$ cat src/rtl/core_ldst_bus.sv
// Load/store bus adapter: turns one-shot mem_start requests into Avalon-MM
// read/write commands, with a per-state watchdog that aborts stuck transfers.
module core_ldst_bus #(
  parameter int unsigned TIMEOUT = 255
) (
  input  logic        clk,
  input  logic        rst_n,
  input  logic        mem_start,
  input  logic        mem_write,
  input  logic        mem_user,
  input  logic [29:0] mem_addr,
  input  logic [3:0]  mem_data_be,
  input  logic [31:0] mem_data_wr,
  output logic        mem_ready,
  output logic [31:0] mem_data_rd,
  output logic        mem_fault,
  output logic [31:0] avl_address,
  output logic        avl_read,
  output logic        avl_write,
  output logic [3:0]  avl_byteenable,
  output logic [31:0] avl_writedata,
  output logic        avl_user,
  input  logic        avl_waitrequest,
  input  logic        avl_readdatavalid,
  input  logic [31:0] avl_readdata,
  input  logic [1:0]  avl_response
);

  typedef enum logic [1:0] {IDLE, CMD, RDWAIT} state_t;

  localparam logic [7:0] TIMEOUT_W = 8'(TIMEOUT);

  state_t     state;
  logic [7:0] wdog;
  logic [7:0] wdog_inc;
  logic       timeout_hit;

  // Abort fires on the cycle whose count would bring the watchdog to TIMEOUT,
  // so the command stays asserted for exactly TIMEOUT cycles.
  assign wdog_inc    = wdog + 8'd1;
  assign timeout_hit = (wdog_inc == TIMEOUT_W);

  always_ff @(posedge clk or negedge rst_n) begin
    if (!rst_n) begin
      state          <= IDLE;
      wdog           <= 8'd0;
      mem_ready      <= 1'b0;
      mem_fault      <= 1'b0;
      mem_data_rd    <= 32'd0;
      avl_address    <= 32'd0;
      avl_read       <= 1'b0;
      avl_write      <= 1'b0;
      avl_byteenable <= 4'd0;
      avl_writedata  <= 32'd0;
      avl_user       <= 1'b0;
    end else begin
      mem_ready <= 1'b0;
      case (state)
        IDLE: begin
          if (mem_start) begin
            avl_address    <= {mem_addr, 2'b00};
            avl_byteenable <= mem_data_be;
            avl_writedata  <= mem_data_wr;
            avl_user       <= mem_user;
            avl_read       <= !mem_write;
            avl_write      <= mem_write;
            wdog           <= 8'd0;
            state          <= CMD;
          end
        end
        CMD: begin
          // An accepted command wins over a timeout landing in the same cycle.
          if (!avl_waitrequest) begin
            avl_read  <= 1'b0;
            avl_write <= 1'b0;
            wdog      <= 8'd0;
            if (avl_write) begin
              mem_ready <= 1'b1;
              mem_fault <= 1'b0;
              state     <= IDLE;
            end else begin
              state <= RDWAIT;
            end
          end else if (timeout_hit) begin
            avl_read  <= 1'b0;
            avl_write <= 1'b0;
            wdog      <= 8'd0;
            mem_ready <= 1'b1;
            mem_fault <= 1'b1;
            state     <= IDLE;
          end else begin
            wdog <= wdog_inc;
          end
        end
        RDWAIT: begin
          if (avl_readdatavalid) begin
            mem_data_rd <= avl_readdata;
            mem_fault   <= (avl_response != 2'b00);
            mem_ready   <= 1'b1;
            wdog        <= 8'd0;
            state       <= IDLE;
          end else if (timeout_hit) begin
            mem_fault <= 1'b1;
            mem_ready <= 1'b1;
            wdog      <= 8'd0;
            state     <= IDLE;
          end else begin
            wdog <= wdog_inc;
          end
        end
        default: begin
          avl_read  <= 1'b0;
          avl_write <= 1'b0;
          wdog      <= 8'd0;
          state     <= IDLE;
        end
      endcase
    end
  end

endmodule

$ cat config.mk
export PLATFORM = sky130hd
export DESIGN_NAME = core_ldst_bus
export DESIGN_NICKNAME = d
export VERILOG_FILES = /design/src/rtl/core_ldst_bus.sv
export SDC_FILE = /design/constraint.sdc
export NUM_CORES = 1
export LEC_CHECK = 0
export ABC_AREA = 1
export ABC_CLOCK_PERIOD_IN_PS = 1950
export BUFFER_PORTS_ARGS = -buffer_cell sky130_fd_sc_hd__buf_2
export CAP_MARGIN = 20
export CORE_AREA = 8 8 130 96
export DETAILED_ROUTE_END_ITERATION = 16
export DIE_AREA = 0 0 138 104
export PLACE_DENSITY = 0.76
export SKIP_CTS_REPAIR_TIMING = 1
export SLEW_MARGIN = 20
export SYNTH_ARGS = -nofsm -noshare
export SYNTH_HDL_FRONTEND = slang
export SYNTH_SLANG_ARGS = --single-unit
$ cat constraint.sdc
create_clock -name clk -period 1.95 [get_ports clk]
set_input_delay 0.195 -clock clk [delete_from_list [all_inputs] [get_ports clk]]
set_output_delay 0.195 -clock clk [all_outputs]
set_load 0.02 [all_outputs]
==> results_dict.tcl, run 1 <==
set metrics [dict create \
    wl_um 11600 \
    crit_arrival_ns 2.08 \
    grt_pass1_vias 3758 \
    crit_path_max_fanout 7 \
    min_to "avl_address[17]" \
    place.gp.congestion 0.780 \
    synthTopCellsByArea "dfrtp_1 (62%), mux2_2 (24%), nand2_1 (3.0%)" \
    wire_per_inst_um 16.5 \
    gr-total-overflow 0 \
    fmax_ghz 0.559 \
    reg2reg_setup_slack_ns 0.16 \
    dpl_cell_area_um2 5810 \
    finalClockSkew_ns 0.00987 \
    synth_mux_area_share_pct 24.3 \
    n_fill_cell 811 \
    holdWs_ns 0.0237 \
    synth-simple-area-share_pct 7.04 \
    antenna_found_initial 2 \
    seq_area_um2 2830 \
    synth_edf_count 0 \
    dr_wl_met2_um 5100 \
    worst_slew_pin_slew_ns 0.591 \
    cts_buffer_depth 2 \
    synth_compound_area_share_pct 2.40 \
    ant_nets 0 \
    final-setup-viol-count 0 \
    die_area_um2 14400 \
    drt_iter0_markers 84 \
    cts_sinks 113 \
    hpwl_um 9030 \
    coreArea_um2 10600 \
    row_count 32 \
    die_w_um 138 \
    synth_xor_area_share_pct 0 \
    synth_fa_ha_area_share_pct 1.64 \
    required_ns 2.24 \
    p_per_area_nw_per_um2 1860 \
    holdCritStartpoint "mem_addr[15]" \
    multi_input_area_um2 1630 \
    synth-seq-cells 113 \
    finalWorstPathRequiredPeriod_ns 1.79 \
    io-pin-count 212 \
    grt_max_degree 114 \
    holdPathStages 2 \
    clk_pin_slew_worst_paths_ns 0.05 \
    tns_ns 0 \
    ys_async_sr_fraction_pct 100 \
    die_y_um 104 \
    cp-start-kind "flop" \
    drv_slew 0 \
    rsz0062_at_grt "no" \
    htree_levels 4 \
    vias 3315 \
    period_share_pct 91.8 \
    via_per_inst 4.70 \
    drive_gt1_share_pct 62.0 \
    fin_util_pct 60.9 \
    synth_cell_types 26 \
    rr_worst_depth 13 \
    relSlewSlack_pct 60.6 \
    drt-met1-wl_um 4870 \
    design_area_um2 6440 \
    path_class "reg -> reg" \
    end_kind "flop" \
    status "finished, final reports clean" \
    start_util_pct 43.4 \
    yosys.area.top_type "dfrtp_1" \
    synth_top_cell_area_share_pct 61.7 \
    fin_nets 671 \
    instances_no_fill 705 \
    postSynthAreaPerCell_um2 13.6 \
    cts_root_buffer "clkbuf_16" \
    synth_top_family_by_area "multiplexers" \
    syn2layout_area_growth_pct 40.5 \
    io_buffer_count 209 \
    remaining_drc_errors 0 \
    grt_first_pass_wirelength_um 19200 \
    synth_most_common_cell "dfrtp_1" \
    track_usage_pct 16.4 \
    timing.rr.end "state[1]" \
    p_leak_nw 3.23 \
    hold_class "in -> reg" \
    wl_met3_um 1540 \
    ys_seq_area_share_pct 61.7 \
    cap_violations 0 \
    irDropWorstVdd_uv 948 \
    synth_cells 336 \
    tritoncts "yes" \
    clk_latency_ns 0.40 \
    synthesis.area_um2 4580 \
    numCtsBuffers 17 \
    placedCellCount 674 \
    r2r_start "wdog[1]" \
    hold_violations 0 \
    ys_warn_count 0 \
    highest_layer "met5" \
    synth_commonest_cells "dfrtp_1 (113), mux2_2 (99), nand2_1 (37), inv_1 (17), nor2_1 (12)" \
    dr.pass1.iters 4 \
    synth_flop_cell "dfrtp_1" \
]
## cells by family after synthesis
group	Yosys count
and+or+nand+nor	68
AOI/OAI and AO/OA	19
buffers and inverters	30
muxes	99
DFF	113
adders and majority gates	6
other	1
## where the power goes
group	internal [mW]	switching, mW
clock network	2.19	0.955
registers	3.46	0.558
logic	2.01	2.78
total	7.66	4.30
## through the flow
step | power [mW] | setup WS (ns)
6_report | 12.0 | 0.160
5_1_grt | 12.7 | 0.00390
4_1_cts | 12.1 | 0.183
3_5_place_dp | 8.93 | 0.192
3_3_place_gp | 8.76 | 0.264
2_1_floorplan | 7.11 | 0.303
## sequential cells by signal, indices dropped and copies added (netlist names)
name            flops
avl_user            1
state               2
wdog                8
mem_data_rd        32
avl_read            1
avl_writedata      32
avl_address        30
mem_fault           1
mem_ready           1
avl_write           1
avl_byteenable      4
## cells in the final DEF, fill, tap and decap left out, types with 4 or more instances in the layout
cell,instances
buf_2,208
dfrtp_1,113
mux2_2,99
nand2_1,36
inv_1,17
clkbuf_16,17
nor2_1,12
nand3_1,6
o21ai_0,6
ha_1,6
clkbuf_8,6
o21ai_1,5
nand3_2,4
## how the worst max path moves through the flow
stage                     startpoint         endpoint  slack, ns  cells past startpoint
after global placement       wdog[1]         state[0]       0.26                     13
after floorplan             state[0]  avl_address[26]       0.30                      6
after detailed placement     wdog[1]         state[1]       0.19                     13
after CTS                    wdog[1]         state[0]       0.18                     13
final                        wdog[1]         state[1]       0.16                     13
after global routing         wdog[1]         state[1]      0.004                     13
## layout make-up
| class | count | share of cell area, % |
|---|---|---|
| flip-flops and latches | 113 | 43.9 |
| multi-input cells | 194 | 25.4 |
| repair buffers | 214 | 17.5 |
| clock buffers | 25 | 8.00 |
| well taps | 136 | 2.64 |
| clock inverters | 4 | 1.52 |
| inverters | 18 | 1.05 |
| diodes | 1 | 0.0389 |
## routing by layer
layer	track usage, %	up-vias
met1	18.3	1543
met5	0	-
met3	10.5	13
li1	-	1588
met4	5.57	2
met2	25.1	169
## critical path, stage by stage, from the launching register on
cell and delay, ns:
dfrtp_1 0.43, ha_1 0.26, nand3_1 0.12, nand2_1 0.07
nand2_1 0.08, nand3_1 0.08, nor2_1 0.12, nand2_2 0.10
nand3_2 0.11, nand2_4 0.09, nand2_1 0.07, nand2_1 0.05
nand2_1 0.06, nand2_1 0.05
(Power assumes the default switching activity.)
==> inputs of run 2 (changes only) <==
CORE_AREA = 8 8 100 124   (was 8 8 130 96)
DIE_AREA = 0 0 108 132   (was 0 0 138 104)
==> results_dict.tcl, run 2 (synthesized netlist as in run 1, its figures left out) <==
set metrics [dict create \
    crit_arrival_ns 2.14 \
    fmax_ghz 0.557 \
    holdWs_ns 0.0246 \
    dpl_cell_area_um2 5820 \
    cts_root_buffer "clkbuf_16" \
    antenna_found_initial 0 \
    critical_path.most_common_cell "nand2_1" \
    start_util_pct 43.8 \
    die_y_um 132 \
    wire_per_inst_um 16.8 \
    remaining_drc_errors 0 \
    reg2reg_setup_slack_ns 0.15 \
    status "finished, final reports clean" \
    tns_ns 0 \
    p_leak_nw 3.25 \
    hold_class "in -> reg" \
    design_area_um2 6500 \
    holdPathStages 2 \
    drv_slew 0 \
    clk_latency_ns 0.40 \
    worst_path_max_delay_cell "dfrtp_1" \
    finalWorstPathRequiredPeriod_ns 1.80 \
    crit_path_max_fanout 5 \
    track_usage_pct 17.4 \
    fin_util_pct 62.2 \
    p_per_area_nw_per_um2 1860 \
    critPathMaxStageDelay_ns 0.40 \
    ant_nets 0 \
    holdCritStartpoint "mem_addr[20]" \
    final-setup-viol-count 0 \
    grt_first_pass_wirelength_um 19600 \
    fin_nets 676 \
    die_area_um2 14300 \
    die_w_um 108 \
    required_ns 2.29 \
    relSlewSlack_pct 58.6 \
    num_antenna_cells 0 \
    hold_violations 0 \
    layout_common_cells "buf_2 (208), dfrtp_1 (113), mux2_2 (99)" \
    via_per_inst 4.86 \
    irDropWorstVdd_uv 1120 \
    path_cells "ha_2, inv_1, nand2_1, nand2_1, nor2_1, nand3_1, nor2_1, nand2_2, buf_4, nand2_1, nor2_1, o21ai_1, nand2_1, nand2_1" \
    total_power_mw 12.1 \
    grt_max_degree 114 \
    cts_buffer_depth 2 \
    seq_area_um2 2830 \
    row_count 42 \
    multi_input_area_um2 1650 \
    wl_um 11900 \
    drt_iter0_markers 92 \
    cts_sinks 113 \
    min_to "avl_address[22]" \
    timing.rr.end "mem_fault" \
    path_class "reg -> reg" \
    cp-start-kind "flop" \
    final_common_cell "buf_2" \
    reg_top3 "avl_writedata (32), mem_data_rd (32), avl_address (30)" \
    period_share_pct 92.1 \
    coreArea_um2 10500 \
    numCtsBuffers 17 \
    tritoncts "yes" \
    grt_pass1_vias 3978 \
    worst_slew_pin_slew_ns 0.621 \
    clk_pin_slew_worst_paths_ns 0.05 \
    cap_violations 0 \
    io_buffer_count 209 \
    finalClockSkew_ns 0.00961 \
    rr_worst_depth 14 \
    hpwl_um 9070 \
    syn2layout_area_growth_pct 41.8 \
    end_kind "flop" \
    dr.pass1.iters 5 \
    vias 3440 \
    gr-total-overflow 0 \
    drive_gt1_share_pct 63.2 \
    r2r_start "wdog[1]" \
    n_fill_cell 847 \
    io-pin-count 212 \
    place.gp.congestion 0.864 \
    htree_levels 4 \
]
## run 2: cell types whose count changed in the layout (fill, tap and decap cells not counted), sizes merged
cell	delta
clkinv	+3
clkbuf	-2
clkinvlp	+2
diode	-1
buf	+5
## run 2: per-layer routing
metal	routed length, um	GRT usage, %	up-vias	share of wire, %
met2	6490	31.2	135	55
met4	245	7.42	0	2.1
met5	0	0	-	0
li1	-	-	1594	-
met1	3920	16.5	1694	33
met3	1230	7.63	17	10
## run 2: worst max-delay path by stage
| stage | from | end | slack [ns] | depth (start not counted) |
|---|---|---|---|---|
| final | wdog[1] | mem_fault | 0.15 | 14 |
| after global routing | wdog[0] | state[1] | -0.01 | 14 |
| after CTS | wdog[1] | state[0] | 0.13 | 13 |
| after detailed placement | wdog[1] | state[0] | 0.16 | 13 |
| after global placement | wdog[1] | state[0] | 0.26 | 13 |
| after floorplan | state[0] | avl_address[26] | 0.30 | 6 |
## run 2: worst max-delay path, delay by kind of cell, from the launching register on
family          cells  cell delay (ns)
buf+inv             2             0.21
simple gates       10             0.78
compound gates      1             0.11
flops               1             0.40
fa+ha+maj           1             0.25
## run 2: layout make-up
class	instances	share of cell area (%)
clock buffer	23	7.66
clock inverter	9	1.96
inverter	18	1.04
multi-input combinational	194	25.4
sequential	113	43.5
tap	132	2.54
timing repair buffer	219	17.9
## run 2: power by group
part / switching [mW] / total, mW / internal, mW
Combinational: 2.81 / 4.85 / 2.04
Sequential: 0.557 / 4.02 / 3.46
Clock: 1.03 / 3.20 / 2.17
## run 2: per-stage QoR
stage                     instances  setup WS [ns]
after floorplan                 337          0.303
after global placement          672          0.258
after detailed placement        672          0.164
after CTS                       704          0.131
after global routing            708        -0.0141
final                           708          0.153
==> inputs of run 3 (changes only) <==
PLACE_DENSITY = 0.82   (was 0.76)
==> results_dict.tcl, run 3 (synthesized netlist as in run 1, its figures left out) <==
set metrics [dict create \
    htree_levels 4 \
    cts_buffer_depth 2 \
    die_area_um2 14300 \
    rsz0062_at_grt "no" \
    crit_path_max_fanout 7 \
    fin_nets 672 \
    critPathMaxStageDelay_ns 0.44 \
    holdPathStages 2 \
    remaining_drc_errors 0 \
    die_y_um 132 \
    path_delay_family "simple AND/OR/NAND/NOR gates" \
    tns_ns 0 \
    via_per_inst 4.85 \
    drv_slew 0 \
    design_area_um2 6440 \
    grt_max_degree 68 \
    cp-start-kind "flop" \
    vias 3412 \
    critical_path.most_common_cell "nand2_1" \
    n_fill_cell 847 \
    syn2layout_area_growth_pct 40.6 \
    final-setup-viol-count 0 \
    final_common_cell "buf_2" \
    holdWs_ns 0.0200 \
    timing.rr.end "state[0]" \
    min_to "mem_data_rd[11]" \
    period_share_pct 91.5 \
    numCtsBuffers 17 \
    clk_latency_ns 0.40 \
    antenna_found_initial 0 \
    reg_top3 "avl_writedata (32), mem_data_rd (32), avl_address (30)" \
    instances_no_fill 704 \
    layout_common_cells "buf_2 (208), dfrtp_1 (112), mux2_2 (99)" \
    wire_per_inst_um 16.8 \
    worst_slew_pin_slew_ns 0.595 \
    rr_worst_depth 13 \
    worst_path_max_delay_cell "dfrtp_2" \
    io_buffer_count 209 \
    dr.pass1.iters 4 \
    row_count 42 \
    end_kind "flop" \
    path_buf_inv 0 \
    relSlewSlack_pct 60.3 \
    p_leak_nw 3.21 \
    finalWorstPathRequiredPeriod_ns 1.78 \
    placedCellCount 671 \
    drt_iter0_markers 110 \
    hpwl_um 9150 \
    finalClockSkew_ns 0.0113 \
    path_class "reg -> reg" \
    io-pin-count 212 \
    r2r_start "wdog[1]" \
    cts_sinks 113 \
    place.gp.congestion 0.844 \
    seq_area_um2 2830 \
    num_antenna_cells 0 \
    multi_input_area_um2 1650 \
    gr-total-overflow 0 \
    crit_start "wdog[1]" \
    cts_root_buffer "clkbuf_16" \
    irDropWorstVdd_uv 1100 \
    status "finished, final reports clean" \
    ant_nets 0 \
    required_ns 2.23 \
    die_w_um 108 \
    grt_first_pass_wirelength_um 19400 \
    p_per_area_nw_per_um2 1840 \
    start_util_pct 43.8 \
    fin_util_pct 61.6 \
    path_cells "ha_2, nand3_2, nand2_1, nand2_1, nand3_1, nor2_2, nand2_2, nand3_2, nand2_4, nand2_1, nand2_1, nand2_1, nand2_1" \
    holdCritStartpoint "avl_readdata[11]" \
    wl_um 11800 \
    fmax_ghz 0.560 \
    clk_pin_slew_worst_paths_ns 0.06 \
    grt_pass1_vias 4026 \
    track_usage_pct 17.2 \
    cap_violations 0 \
    reg2reg_setup_slack_ns 0.17 \
    hold_class "in -> reg" \
    drive_gt1_share_pct 63.5 \
    dpl_cell_area_um2 5820 \
    crit_arrival_ns 2.07 \
    coreArea_um2 10500 \
    hold_violations 0 \
    tritoncts "yes" \
]
==> run 3: through the flow <==
| stage | power (mW) | setup slack [ns] |
|---|---|---|
| 3_5_place_dp | 8.92 | 0.108 |
| 4_1_cts | 12.1 | 0.0818 |
| 3_3_place_gp | 8.71 | 0.246 |
| 5_1_grt | 12.5 | 0.00772 |
| 2_1_floorplan | 7.11 | 0.303 |
| 6_report | 11.9 | 0.165 |
==> run 3: routing by layer <==
metal  vias up  part of all wire [%]  routed length, um  track usage (%)
met5         -                     0                  0                0
met4         0                   2.3                276             8.04
met3        19                   6.6                782             5.82
met2        99                    58               6810             32.4
met1      1698                    33               3950             15.6
li1       1596                     -                  -                -
==> run 3: report_power, final <==
part | switching, mW | internal, mW
combinational | 2.78 | 2.01
sequential | 0.555 | 3.46
clock | 1.11 | 1.97
==> run 3: worst max-delay path by stage <==
| stage | to | slack, ns | depth (start not counted) |
|---|---|---|---|
| 6_report | state[0] | 0.17 | 13 |
| 5_1_grt | state[1] | 0.008 | 13 |
| 4_1_cts | state[0] | 0.08 | 13 |
| 3_5_place_dp | state[0] | 0.11 | 13 |
| 3_3_place_gp | state[1] | 0.25 | 13 |
| 2_1_floorplan | avl_address[26] | 0.30 | 6 |
==> run 3: cell type report <==
class                   count  area share, %
well taps                 132           2.56
multi-input cells         194           25.5
flip-flops and latches    113           43.9
clock inverters            13           2.33
repair buffers            215           17.6
inverters                  18           1.05
clock buffers              19           7.03
